$ cat config.mk
export PLATFORM = sky130hd
export DESIGN_NAME = width_serializer_flat
export DESIGN_NICKNAME = d
export VERILOG_FILES = /design/src/rtl/width_serializer_if.sv /design/src/rtl/width_serializer.sv /design/src/flat_wrapper.sv
export SDC_FILE = /design/constraint.sdc
export NUM_CORES = 1
export LEC_CHECK = 0
export ABC_AREA = 1
export CORE_UTILIZATION = 50
export DETAILED_ROUTE_END_ITERATION = 12
export GPL_TIMING_DRIVEN = 0
export PLACE_DENSITY = 0.77
export SYNTH_ARGS = -nofsm -noshare
export SYNTH_HDL_FRONTEND = slang
export SYNTH_SLANG_ARGS = --single-unit
$ cat constraint.sdc
create_clock -name clk -period 3.3 [get_ports clk]
set_clock_uncertainty 0.05 [all_clocks]
set_input_delay 0.33 -clock clk [delete_from_list [all_inputs] [get_ports clk]]
set_output_delay 0.33 -clock clk [all_outputs]
set_load 0.02 [all_outputs]
$ cat src/rtl/width_serializer_if.sv
// Valid/ready channel carrying a W-bit payload; producer drives valid/data, consumer drives ready.
// master/slave are aliases of producer/consumer for blocks that use that naming.
interface width_serializer_if #(
   parameter int W = 8
);
   logic         valid;
   logic         ready;
   logic [W-1:0] data;

   modport producer (output valid, output data, input  ready);
   modport consumer (input  valid, input  data, output ready);
   modport master   (output valid, output data, input  ready);
   modport slave    (input  valid, input  data, output ready);
endinterface

$ cat src/rtl/width_serializer.sv
// Splits one NO-word input beat into len_m1+1 output words; first word appears the cycle after the beat is accepted.
// A new beat is accepted only while idle or on the final word's handshake; dout stalls hold everything and block din.
module width_serializer #(
   parameter int W_DATA    = 16,
   parameter int NO        = 4,
   parameter bit MSB_FIRST = 1'b0
) (
   input  logic                  clk,
   input  logic                  rst,
   width_serializer_if.consumer  din,
   width_serializer_if.producer  dout
);
   localparam int W_CNT   = (NO > 1) ? $clog2(NO) : 1;
   localparam int W_WORDS = NO * W_DATA;
   localparam int W_DIN   = 1 + W_CNT + W_WORDS;

   typedef logic [NO-1:0][W_DATA-1:0] words_t;
   typedef enum logic {IDLE, SEND} state_t;

   state_t             state, state_nxt;
   words_t             buf_words, in_words;
   logic [W_CNT-1:0]   buf_len, in_len, cnt, cnt_inc;
   logic               buf_eot, in_eot;
   logic [W_DATA-1:0]  out_word;
   logic               out_last, out_eot;
   logic               din_ready_c, load, adv;

   function automatic logic [W_CNT-1:0] clamp_len(input logic [W_CNT-1:0] l);
      logic [W_CNT-1:0] r;
      r = l;
      if (int'(l) > NO - 1) r = W_CNT'(NO - 1);
      return r;
   endfunction

   // Word at output position idx of a beat with (clamped) length len.
   function automatic logic [W_DATA-1:0] pick(input words_t w, input logic [W_CNT-1:0] len,
                                              input logic [W_CNT-1:0] idx);
      logic [W_CNT-1:0]  pos;
      logic [W_DATA-1:0] r;
      pos = MSB_FIRST ? (len - idx) : idx;
      r   = '0;
      for (int i = 0; i < NO; i++)
         if (W_CNT'(i) == pos) r = w[i];
      return r;
   endfunction

   assign in_words = din.data[W_WORDS-1:0];
   assign in_len   = clamp_len(din.data[W_WORDS +: W_CNT]);
   assign in_eot   = din.data[W_DIN-1];
   assign cnt_inc  = cnt + 1'b1;

   always_comb begin
      state_nxt   = state;
      din_ready_c = 1'b0;
      case (state)
         IDLE: begin
            din_ready_c = 1'b1;
            if (din.valid) state_nxt = SEND;
         end
         SEND: begin
            if (dout.ready && out_last) begin
               din_ready_c = 1'b1;
               state_nxt   = din.valid ? SEND : IDLE;
            end
         end
         default: state_nxt = IDLE;
      endcase
      if (rst) din_ready_c = 1'b0;
   end

   assign load = din.valid && din_ready_c;
   assign adv  = (state == SEND) && dout.ready && !out_last;

   always_ff @(posedge clk) begin
      if (rst) begin
         state    <= IDLE;
         cnt      <= '0;
         out_word <= '0;
         out_last <= 1'b0;
         out_eot  <= 1'b0;
      end else begin
         state <= state_nxt;
         if (load) begin
            cnt      <= '0;
            out_word <= pick(in_words, in_len, '0);
            out_last <= (in_len == '0);
            out_eot  <= in_eot && (in_len == '0);
         end else if (adv) begin
            cnt      <= cnt_inc;
            out_word <= pick(buf_words, buf_len, cnt_inc);
            out_last <= (cnt_inc == buf_len);
            out_eot  <= buf_eot && (cnt_inc == buf_len);
         end
      end
   end

   // Beat storage needs no reset: it is only read after a load.
   always_ff @(posedge clk) begin
      if (load) begin
         buf_words <= in_words;
         buf_len   <= in_len;
         buf_eot   <= in_eot;
      end
   end

   assign din.ready  = din_ready_c;
   assign dout.valid = (state == SEND);
   assign dout.data  = {out_eot, out_last, out_word};
endmodule

$ cat src/flat_wrapper.sv
// flat-port wrapper written by rule: the top's interface ports become plain ports
module width_serializer_flat 
#(
   parameter int W_DATA    = 16,
   parameter int NO        = 4,
   parameter bit MSB_FIRST = 1'b0
)
  (clk, rst, din_valid, din_data, din_ready, dout_valid, dout_data, dout_ready);
  width_serializer_if #(.W((67))) din_i ();
  width_serializer_if #(.W((18))) dout_i ();
  input  logic clk;
  input  logic rst;
  input wire logic [$bits(din_i.valid)-1:0] din_valid;
  input wire logic [$bits(din_i.data)-1:0] din_data;
  output wire logic [$bits(din_i.ready)-1:0] din_ready;
  output wire logic [$bits(dout_i.valid)-1:0] dout_valid;
  output wire logic [$bits(dout_i.data)-1:0] dout_data;
  input wire logic [$bits(dout_i.ready)-1:0] dout_ready;
  assign din_i.valid = din_valid;
  assign din_i.data = din_data;
  assign din_ready = din_i.ready;
  assign dout_valid = dout_i.valid;
  assign dout_data = dout_i.data;
  assign dout_i.ready = dout_ready;
  width_serializer #(.W_DATA(W_DATA), .NO(NO), .MSB_FIRST(MSB_FIRST)) u_core (.clk(clk), .rst(rst), .din(din_i), .dout(dout_i));
endmodule
==> impl_metrics.ini, run 1 <==
[outcome]
status = finished clean

[clocking]
root_buffer = clkbuf_8
cts_resized = 0
cts_tree = done
cts_sinks = 88
htree_levels = 3
clock_path_buffers = 2
cts_buffers = 9
cts_setup_buffers = 0
worstSkewPairLatency_ps = 370
hold_buffers = 0
clkSlewWorstSetupHoldPaths_ps = 80

[logic_synthesis]
syn_area_um2 = 3860
synth.most_common_cell = nand2_1
synth_top_family_by_area = simple AND/OR/NAND/NOR gates
synth_fa_ha_area_frac = 0.0130
synthFlopType = edfxtp_1
ys_seq_elements = 88
yosys_warnings = 0
yosysTopAreaCellShare = 0.522
synth-compound-area-share = 0.0701
yosys.area_share.simple = 0.194
muxShareOfSynthArea = 0
synth_xor_xnor_area_share = 0.00227
synth-edff-count = 67
ys_types = 24
yosys-top-cells-count = nand2_1 (105), edfxtp_1 (67), inv_1 (55)
synth_fp_nets = 472
async_reset_ff_frac = 0
yosysSeqAreaShare = 0.631
netlist_top_cells_area = edfxtp_1 (52%), dfxtp_1 (11%), nand2_1 (10%)
synthCells = 397
syn_avg_cell_area_um2 = 9.71
synth.largest_area_cell = edfxtp_1

[place]
gp_congestion = 0.856
dp_slack_ps = 826
post-dp-hpwl_mm = 6.41
port_buffers = 89

[floorplanning]
initial_core_util = 0.523
die_width_um = 89.8
fp.dieH_um = 89.8
io_pins = 91
rows = 31
die-area_um2 = 8070
core_area_um2 = 7370

[worst_hold_path]
min_path_type = reg -> reg

[global_route]
overflow = 0
grt_pass1_wl_mm = 14.3
grt_pass1_vias = 3198
antenna_found_initial = 0
grt_max_degree = 40
grt.total_usage = 0.229

[setup_path]
slowest_stage = clkdlybuf4s50_1
cp_data_arrival_time_ps = 2120
path_cells = clkdlybuf4s50_1 -> inv_1 -> buf_1 -> nand2_1 -> inv_1 -> clkdlybuf4s50_1
end_kind = output pin
critPathLaunchType = input port
critPathKind = in -> out
cpPeakStageDelay_ps = 590
critPathMaxFanout = 10
critPathRequiredTime_ps = 2920

[final_layout]
area_growth_pct = 31.5
layout-drive-gt1-share = 0.0755
nFillCells = 574
nets = 573
final_core_util = 0.688
n_antenna_cell = 0

[pwr]
ir_drop_mv = 0.253
leakage_nw = 2.07
power_density_nw_per_um2 = 457

[timing]
finalCritPeriodShare = 0.757
fmax_ghz = 0.400
rsz0062_at_grt = false
tightest_slew_ps = 678
hold_violations = 0
drv_slew = 0
fin_crit_ps = 2500
slew-limit-headroom = 0.548
finalSetupViolations = 0
setup_ws_ps = 801

[detailed_routing]
routed_via_density = 5.14
via_count = 3096
antenna_left = 0
drc_errors = 0
wl_met3_um = 537
routed_wl_mm = 8.65
drtPass1Iterations = 5
wl_met1_mm = 3.32
wl_met2_mm = 4.68
wire_per_inst_um = 14.4
first_iter_violations = 148
highest_layer = met4

[run]
max_cap_viol_count = 0
state kept, by name (all words and copies together) (netlist names):
name	count
u_core.buf_eot	1
u_core.buf_len	2
u_core.buf_words	64
u_core.cnt	2
u_core.dout.valid	1
u_core.out_eot	1
u_core.out_last	1
u_core.out_word	16
cell type report:
| cell class | count | area, µm² | area share |
|---|---|---|---|
| Buffer | 24 | 125 | 0.0247 |
| Clock buffer | 10 | 128 | 0.0252 |
| Clock inverter | 6 | 52.6 | 0.0104 |
| Inverter | 59 | 221 | 0.0437 |
| Multi-Input combinational cell | 226 | 1080 | 0.212 |
| Sequential cell | 88 | 2430 | 0.480 |
| Tap cell | 99 | 124 | 0.0244 |
| Timing Repair Buffer | 90 | 911 | 0.180 |
layout by cell type (no fill, tap or decap), drive strengths merged:
cell and n:
o21ai 4, buf 17, nor3 2, inv 61
nand3 36, ha 4, clkinv 4, clkdlybuf4s50 89
nand4 16, a21oi 50, or2 1, edfxtp 67
nand3b 1, nor2 4, xor2 1, clkbuf 18
dfxtp 21, nand2 107
where the power goes:
group          switching, mW  total, mW  internal, mW
clock                  0.402      0.689         0.287
combinational          0.189      0.360         0.171
sequential            0.0212       1.27          1.25
layer usage:
metal,GRT usage,vias to the layer above
li1,-,1512
met1,0.250,1461
met2,0.429,109
met3,0.0558,14
met4,0.0779,0
met5,0,-
worst max-delay path: cells and delay by family:
kind                   cells  cell delay, ps
buffers and inverters      5            1650
and+or+nand+nor            1             130
kinds of logic (layout without fill, tap and decap cells):
kind of cell	count (synthesis)	count (layout)
buf+inv	83	189
fa+ha+maj	4	4
xor+xnor	1	1
compound gates	54	54
flops	88	88
simple gates	167	167
worst paths after layout:
check                          start                    to  slack, ps  depth (start not counted)
setup / recovery                 rst             din_ready        800                          6
hold / removal    u_core.out_word[5]    u_core.out_word[5]        420                          2
setup reg to reg     u_core.out_last  u_core.buf_words[29]       1350                          5
hold reg to reg   u_core.out_word[5]    u_core.out_word[5]        420                          2
per-stage QoR:
step | power (mW) | cell area (µm²) | setup TNS (ps) | instances | hold WS [ps]
5_1_grt | 2.41 | 5070 | 0 | 602 | 442
4_1_cts | 2.33 | 5070 | 0 | 602 | 420
6_report | 2.32 | 5070 | 0 | 602 | 418
3_3_place_gp | 1.65 | 4870 | -11280 | 585 | 405
2_1_floorplan | 1.48 | 3860 | 0 | 397 | 379
3_5_place_dp | 1.65 | 4890 | 0 | 586 | 407
Power figures use the tool's default switching activity.
==> inputs of run 2 (changes only) <==
- CORE_UTILIZATION: 50 -> 45
- PLACE_DENSITY: 0.77 -> 0.73
- clock period: 3.3 -> 2.2 ns (I/O delays scaled with it)
==> run 2 against run 1 <==
Against the previous run: sequential cell count stayed put; cell area is 0.37% higher; register-to-register slack worse by 1100 ps; critical path depth stayed put; sequential share of layout area is 0.18 points lower; critical path type unchanged; largest power group unchanged; highest routed layer unchanged.
==> impl_metrics.ini, run 2 (same netlist as run 1, synthesis figures left out) <==
[floorplanning]
die_width_um = 94.6
fp.dieH_um = 94.6
die-area_um2 = 8940
io_pins = 91
core_area_um2 = 8260
initial_core_util = 0.467
rows = 33

[clocking]
worstSkewPairLatency_ps = 360
hold_buffers = 0
htree_levels = 3
cts_tree = done
root_buffer = clkbuf_8
cts_sinks = 88
clock_path_buffers = 2
cts_buffers = 9
clkSlewWorstSetupHoldPaths_ps = 80

[global_route]
grt_max_degree = 36
grt_pass1_wl_mm = 14.2
antenna_found_initial = 0
grt_pass1_vias = 3089
overflow = 0
grt.total_usage = 0.216

[timing]
tightest_slew_ps = 760
fmax_ghz = 0.508
setup_ws_ps = 231
slew-limit-headroom = 0.492
hold_violations = 0
drv_slew = 0
whs_ps = 349
fin_crit_ps = 1970
finalCritPeriodShare = 0.895
fin_setup_tns_ps = 0
finalSetupViolations = 0
rsz0062_at_grt = false

[detailed_routing]
first_iter_violations = 190
wire_per_inst_um = 14.6
drtPass1Iterations = 5
via_count = 3062
routed_via_density = 5.04
routed_wl_mm = 8.88
antenna_left = 0
drc_errors = 0

[pwr]
ir_drop_mv = 0.459
p_int_mw = 2.66
power_density_nw_per_um2 = 704
switching_power_mw = 0.917
switching_share = 0.256
leakage_nw = 2.06
pwr-share-comb = 0.151
total_power_mw = 3.58
clockPowerShare = 0.317
p_seq_frac = 0.533

[final_layout]
final_core_util = 0.616
mostFrequentLayoutCells = nand2_1 (105), clkdlybuf4s50_1 (88), edfxtp_1 (67), inv_1 (54), a21oi_1 (50)
fin_cells = 608
multi_input_area_um2 = 1080
nets = 573
area.sequential_um2 = 2430
largest_register_ffs = 64
fin_area_um2 = 5090
area_growth_pct = 32.0
nFillCells = 692
layout-drive-gt1-share = 0.0775
n_antenna_cell = 0
largest-register = u_core.buf_words
mostFrequentLayoutCell = nand2_1
reg_top3 = u_core.buf_words x64, u_core.out_word x16

[setup_path]
critPathMaxFanout = 10
critPathRequiredTime_ps = 1930
critPathLaunchType = input port
end_kind = output pin
cp_data_arrival_time_ps = 1700
critPathKind = in -> out

[run]
max_cap_viol_count = 0

[place]
place_inst = 591
dp_slack_ps = -727
gp_congestion = 0.865
port_buffers = 89
post-dp-hpwl_mm = 6.41
placed_cell_area_um2 = 4880

[worst_hold_path]
min_path_type = in -> reg

[outcome]
status = finished clean
-- run 2: cell count changes in the layout (fill, tap and decap cells not counted), sizes merged --
cell	previous run	this run
clkbuf	18	17
dlygate4sd2	0	1
clkinvlp	0	3
inv	61	59
clkdlybuf4s50	89	88
bufinv	0	1
buf	17	16
-- run 2: path summary, 6_finish.rpt --
kind,to,from,cells after the start,slack [ps]
hold reg to reg,u_core.out_word[5],u_core.out_word[5],2,420
setup / recovery,din_ready,rst,6,230
setup reg to reg,u_core.out_eot,u_core.out_last,7,240
hold / removal,u_core.dout.valid,din_valid,4,350
-- run 2: area by class of cell --
type / instances / share of cell area
clock buffers: 9 / 0.0243
flip-flops and latches: 88 / 0.478
well taps: 105 / 0.0258
inverters: 59 / 0.0442
multi-input cells: 226 / 0.212
repair buffers: 89 / 0.175
repair inverters: 1 / 0.00147
clock inverters: 7 / 0.0152
plain buffers: 24 / 0.0246
-- run 2: worst max-delay path: stages --
cell,delay (ps)
clkdlybuf4s50_1,440
inv_1,150
buf_1,390
nand2_1,120
inv_1,70
dlygate4sd2_1,320
-- run 2: what timing repair did --
| item | CTS | global route |
|---|---|---|
| setup endpoints to repair | 71 | 0 |
| gates resized for setup | 2 | 0 |
| buffers inserted | 0 | 0 |
-- run 2: power by group through the flow --
| stage | Sequential [mW] | Clock (mW) | Combinational, mW |
|---|---|---|---|
| 2_1_floorplan | 1.97 | 0 | 0.244 |
| 3_3_place_gp | 1.95 | 0 | 0.526 |
| 3_5_place_dp | 1.95 | 0 | 0.538 |
| 4_1_cts | 1.91 | 1.16 | 0.542 |
| 5_1_grt | 1.92 | 1.23 | 0.596 |
| 6_report | 1.91 | 1.13 | 0.539 |
-- run 2: metal layers --
| metal | part of all wire | up-vias | GRT usage |
|---|---|---|---|
| li1 | - | 1519 | - |
| met1 | 0.39 | 1396 | 0.254 |
| met2 | 0.51 | 136 | 0.379 |
| met3 | 0.082 | 11 | 0.0668 |
| met4 | 0.019 | 0 | 0.0631 |
| met5 | 0 | - | 0 |
==> inputs of run 3 (changes only) <==
- CAP_MARGIN: unset -> 20
- SKIP_CTS_REPAIR_TIMING: unset -> 1
==> run 3 against run 2 <==
Against the previous run: die area is the same; sequential cell count stayed put; utilization grew 0.42 points; worst hold slack gained 9.0 ps; global-route usage is essentially flat; largest cell class unchanged.
==> impl_metrics.ini, run 3 (same netlist as run 1, synthesis figures left out) <==
[detailed_routing]
via_count = 3068
routed_wl_mm = 9.00
antenna_left = 0
drc_errors = 0
drtPass1Iterations = 4
routed_via_density = 5.05
wire_per_inst_um = 14.8
first_iter_violations = 147

[floorplanning]
rows = 33
die-area_um2 = 8940
fp.dieH_um = 94.6
die_width_um = 94.6
core_area_um2 = 8260
initial_core_util = 0.467
io_pins = 91

[timing]
fin_crit_ps = 2100
fmax_ghz = 0.477
tightest_slew_ps = 628
slew-limit-headroom = 0.580
rsz0062_at_grt = false
drv_slew = 0
finalCritPeriodShare = 0.954
fin_setup_tns_ps = 0
hold_violations = 0
finalSetupViolations = 0

[final_layout]
mostFrequentLayoutCells = nand2_1 (105), clkdlybuf4s50_1 (89), edfxtp_1 (67), inv_1 (54), a21oi_1 (50)
fin_cells = 607
largest_register_ffs = 64
nets = 572
mostFrequentLayoutCell = nand2_1
area_growth_pct = 32.9
layout-drive-gt1-share = 0.0757
n_antenna_cell = 0
reg_top3 = u_core.buf_words x64, u_core.out_word x16
largest-register = u_core.buf_words
nFillCells = 686
fin_area_um2 = 5120

[clocking]
worstSkewPairLatency_ps = 360
cts_tree = done
cts_buffers = 9
root_buffer = clkbuf_8
clock_path_buffers = 2
htree_levels = 3
cts_sinks = 88
clkSlewWorstSetupHoldPaths_ps = 90

[worst_hold_path]
min_path_type = in -> reg
hold_depth = 1
hold_end = u_core.buf_words[37]
min_from = din_data[37]

[global_route]
overflow = 0
antenna_found_initial = 0
grt_max_degree = 43
grt_pass1_wl_mm = 14.2
grt_pass1_vias = 3070
grt.total_usage = 0.216

[setup_path]
worst_r2r_endpoint = u_core.buf_words[20]
critPathMaxFanout = 10
critPathBufInv = 5
reg2reg_slack_ps = 180
ff2ff_path_depth = 5
cpPeakStageDelay_ps = 600
path_cells = clkdlybuf4s50_1 -> inv_1 -> clkbuf_2 -> nand2_1 -> inv_1 -> clkdlybuf4s50_1
critPathLaunchType = input port
critPathRequiredTime_ps = 1930
end_kind = output pin
slowest_stage = clkdlybuf4s50_1
crit_family = buffers and inverters
cp_data_arrival_time_ps = 1830
worstReg2RegStart = u_core.out_last
critPathKind = in -> out

[outcome]
status = finished clean

[pwr]
ir_drop_mv = 0.377
leakage_nw = 2.08
total_power_mw = 3.67
power_density_nw_per_um2 = 717

[place]
post-dp-hpwl_mm = 6.53
gp_congestion = 0.865
placed_cell_area_um2 = 4900
port_buffers = 89
place_inst = 592

[run]
max_cap_viol_count = 0
[run 3: worst register-to-register path, cell delays in order, from the launching register on]
cell and delay (ps):
dfxtp_1 350, nand2_1 110, nand2_4 150, nand3_4 140, clkinvlp_4 530, buf_12 420
[run 3: where the power goes]
| group | switching [mW] | total, mW | internal, mW | leakage, nW |
|---|---|---|---|---|
| Clock | 0.597 | 1.22 | 0.627 | 0.116 |
| Sequential | 0.0333 | 1.91 | 1.87 | 0.793 |
| Combinational | 0.287 | 0.543 | 0.257 | 1.18 |
| Total | 0.917 | 3.67 | 2.76 | 2.08 |
[run 3: routing by layer]
metal	vias up	global-route usage	wire length (µm)
li1	1511	-	-
met1	1420	0.252	3590
met2	118	0.379	4560
met3	19	0.0564	692
met4	0	0.0821	162
met5	-	0	0
[run 3: worst max path at each step]
stage / start / end / slack [ps] / depth (start not counted)
after floorplan: u_core.dout.valid / u_core.out_last / 50 / 6
after CTS: u_core.out_last / din_ready / -40 / 6
after global placement: dout_ready / u_core.out_eot / -620 / 8
final: rst / din_ready / 100 / 6
after detailed placement: dout_ready / u_core.buf_words[61] / -90 / 6
after global routing: rst / din_ready / 30 / 6
[run 3: cell type report]
type | instances | area, µm² | area share
buffer | 23 | 121 | 0.0237
multi-input combinational | 226 | 1080 | 0.210
tap | 105 | 131 | 0.0256
sequential | 88 | 2430 | 0.475
timing repair buffer | 90 | 911 | 0.178
clock inverter | 3 | 23.8 | 0.00464
inverter | 59 | 225 | 0.0439
clock buffer | 13 | 203 | 0.0396
[run 3: through the flow]
stage / hold slack, ps / worst slack [ps] / utilization
2_1_floorplan: 269 / 54.3 / -
3_3_place_gp: 407 / -624 / 0.591
3_5_place_dp: 409 / -94.7 / 0.594
4_1_cts: 326 / -40.5 / 0.621
5_1_grt: 337 / 31.8 / 0.621
6_report: 358 / 102 / 0.621
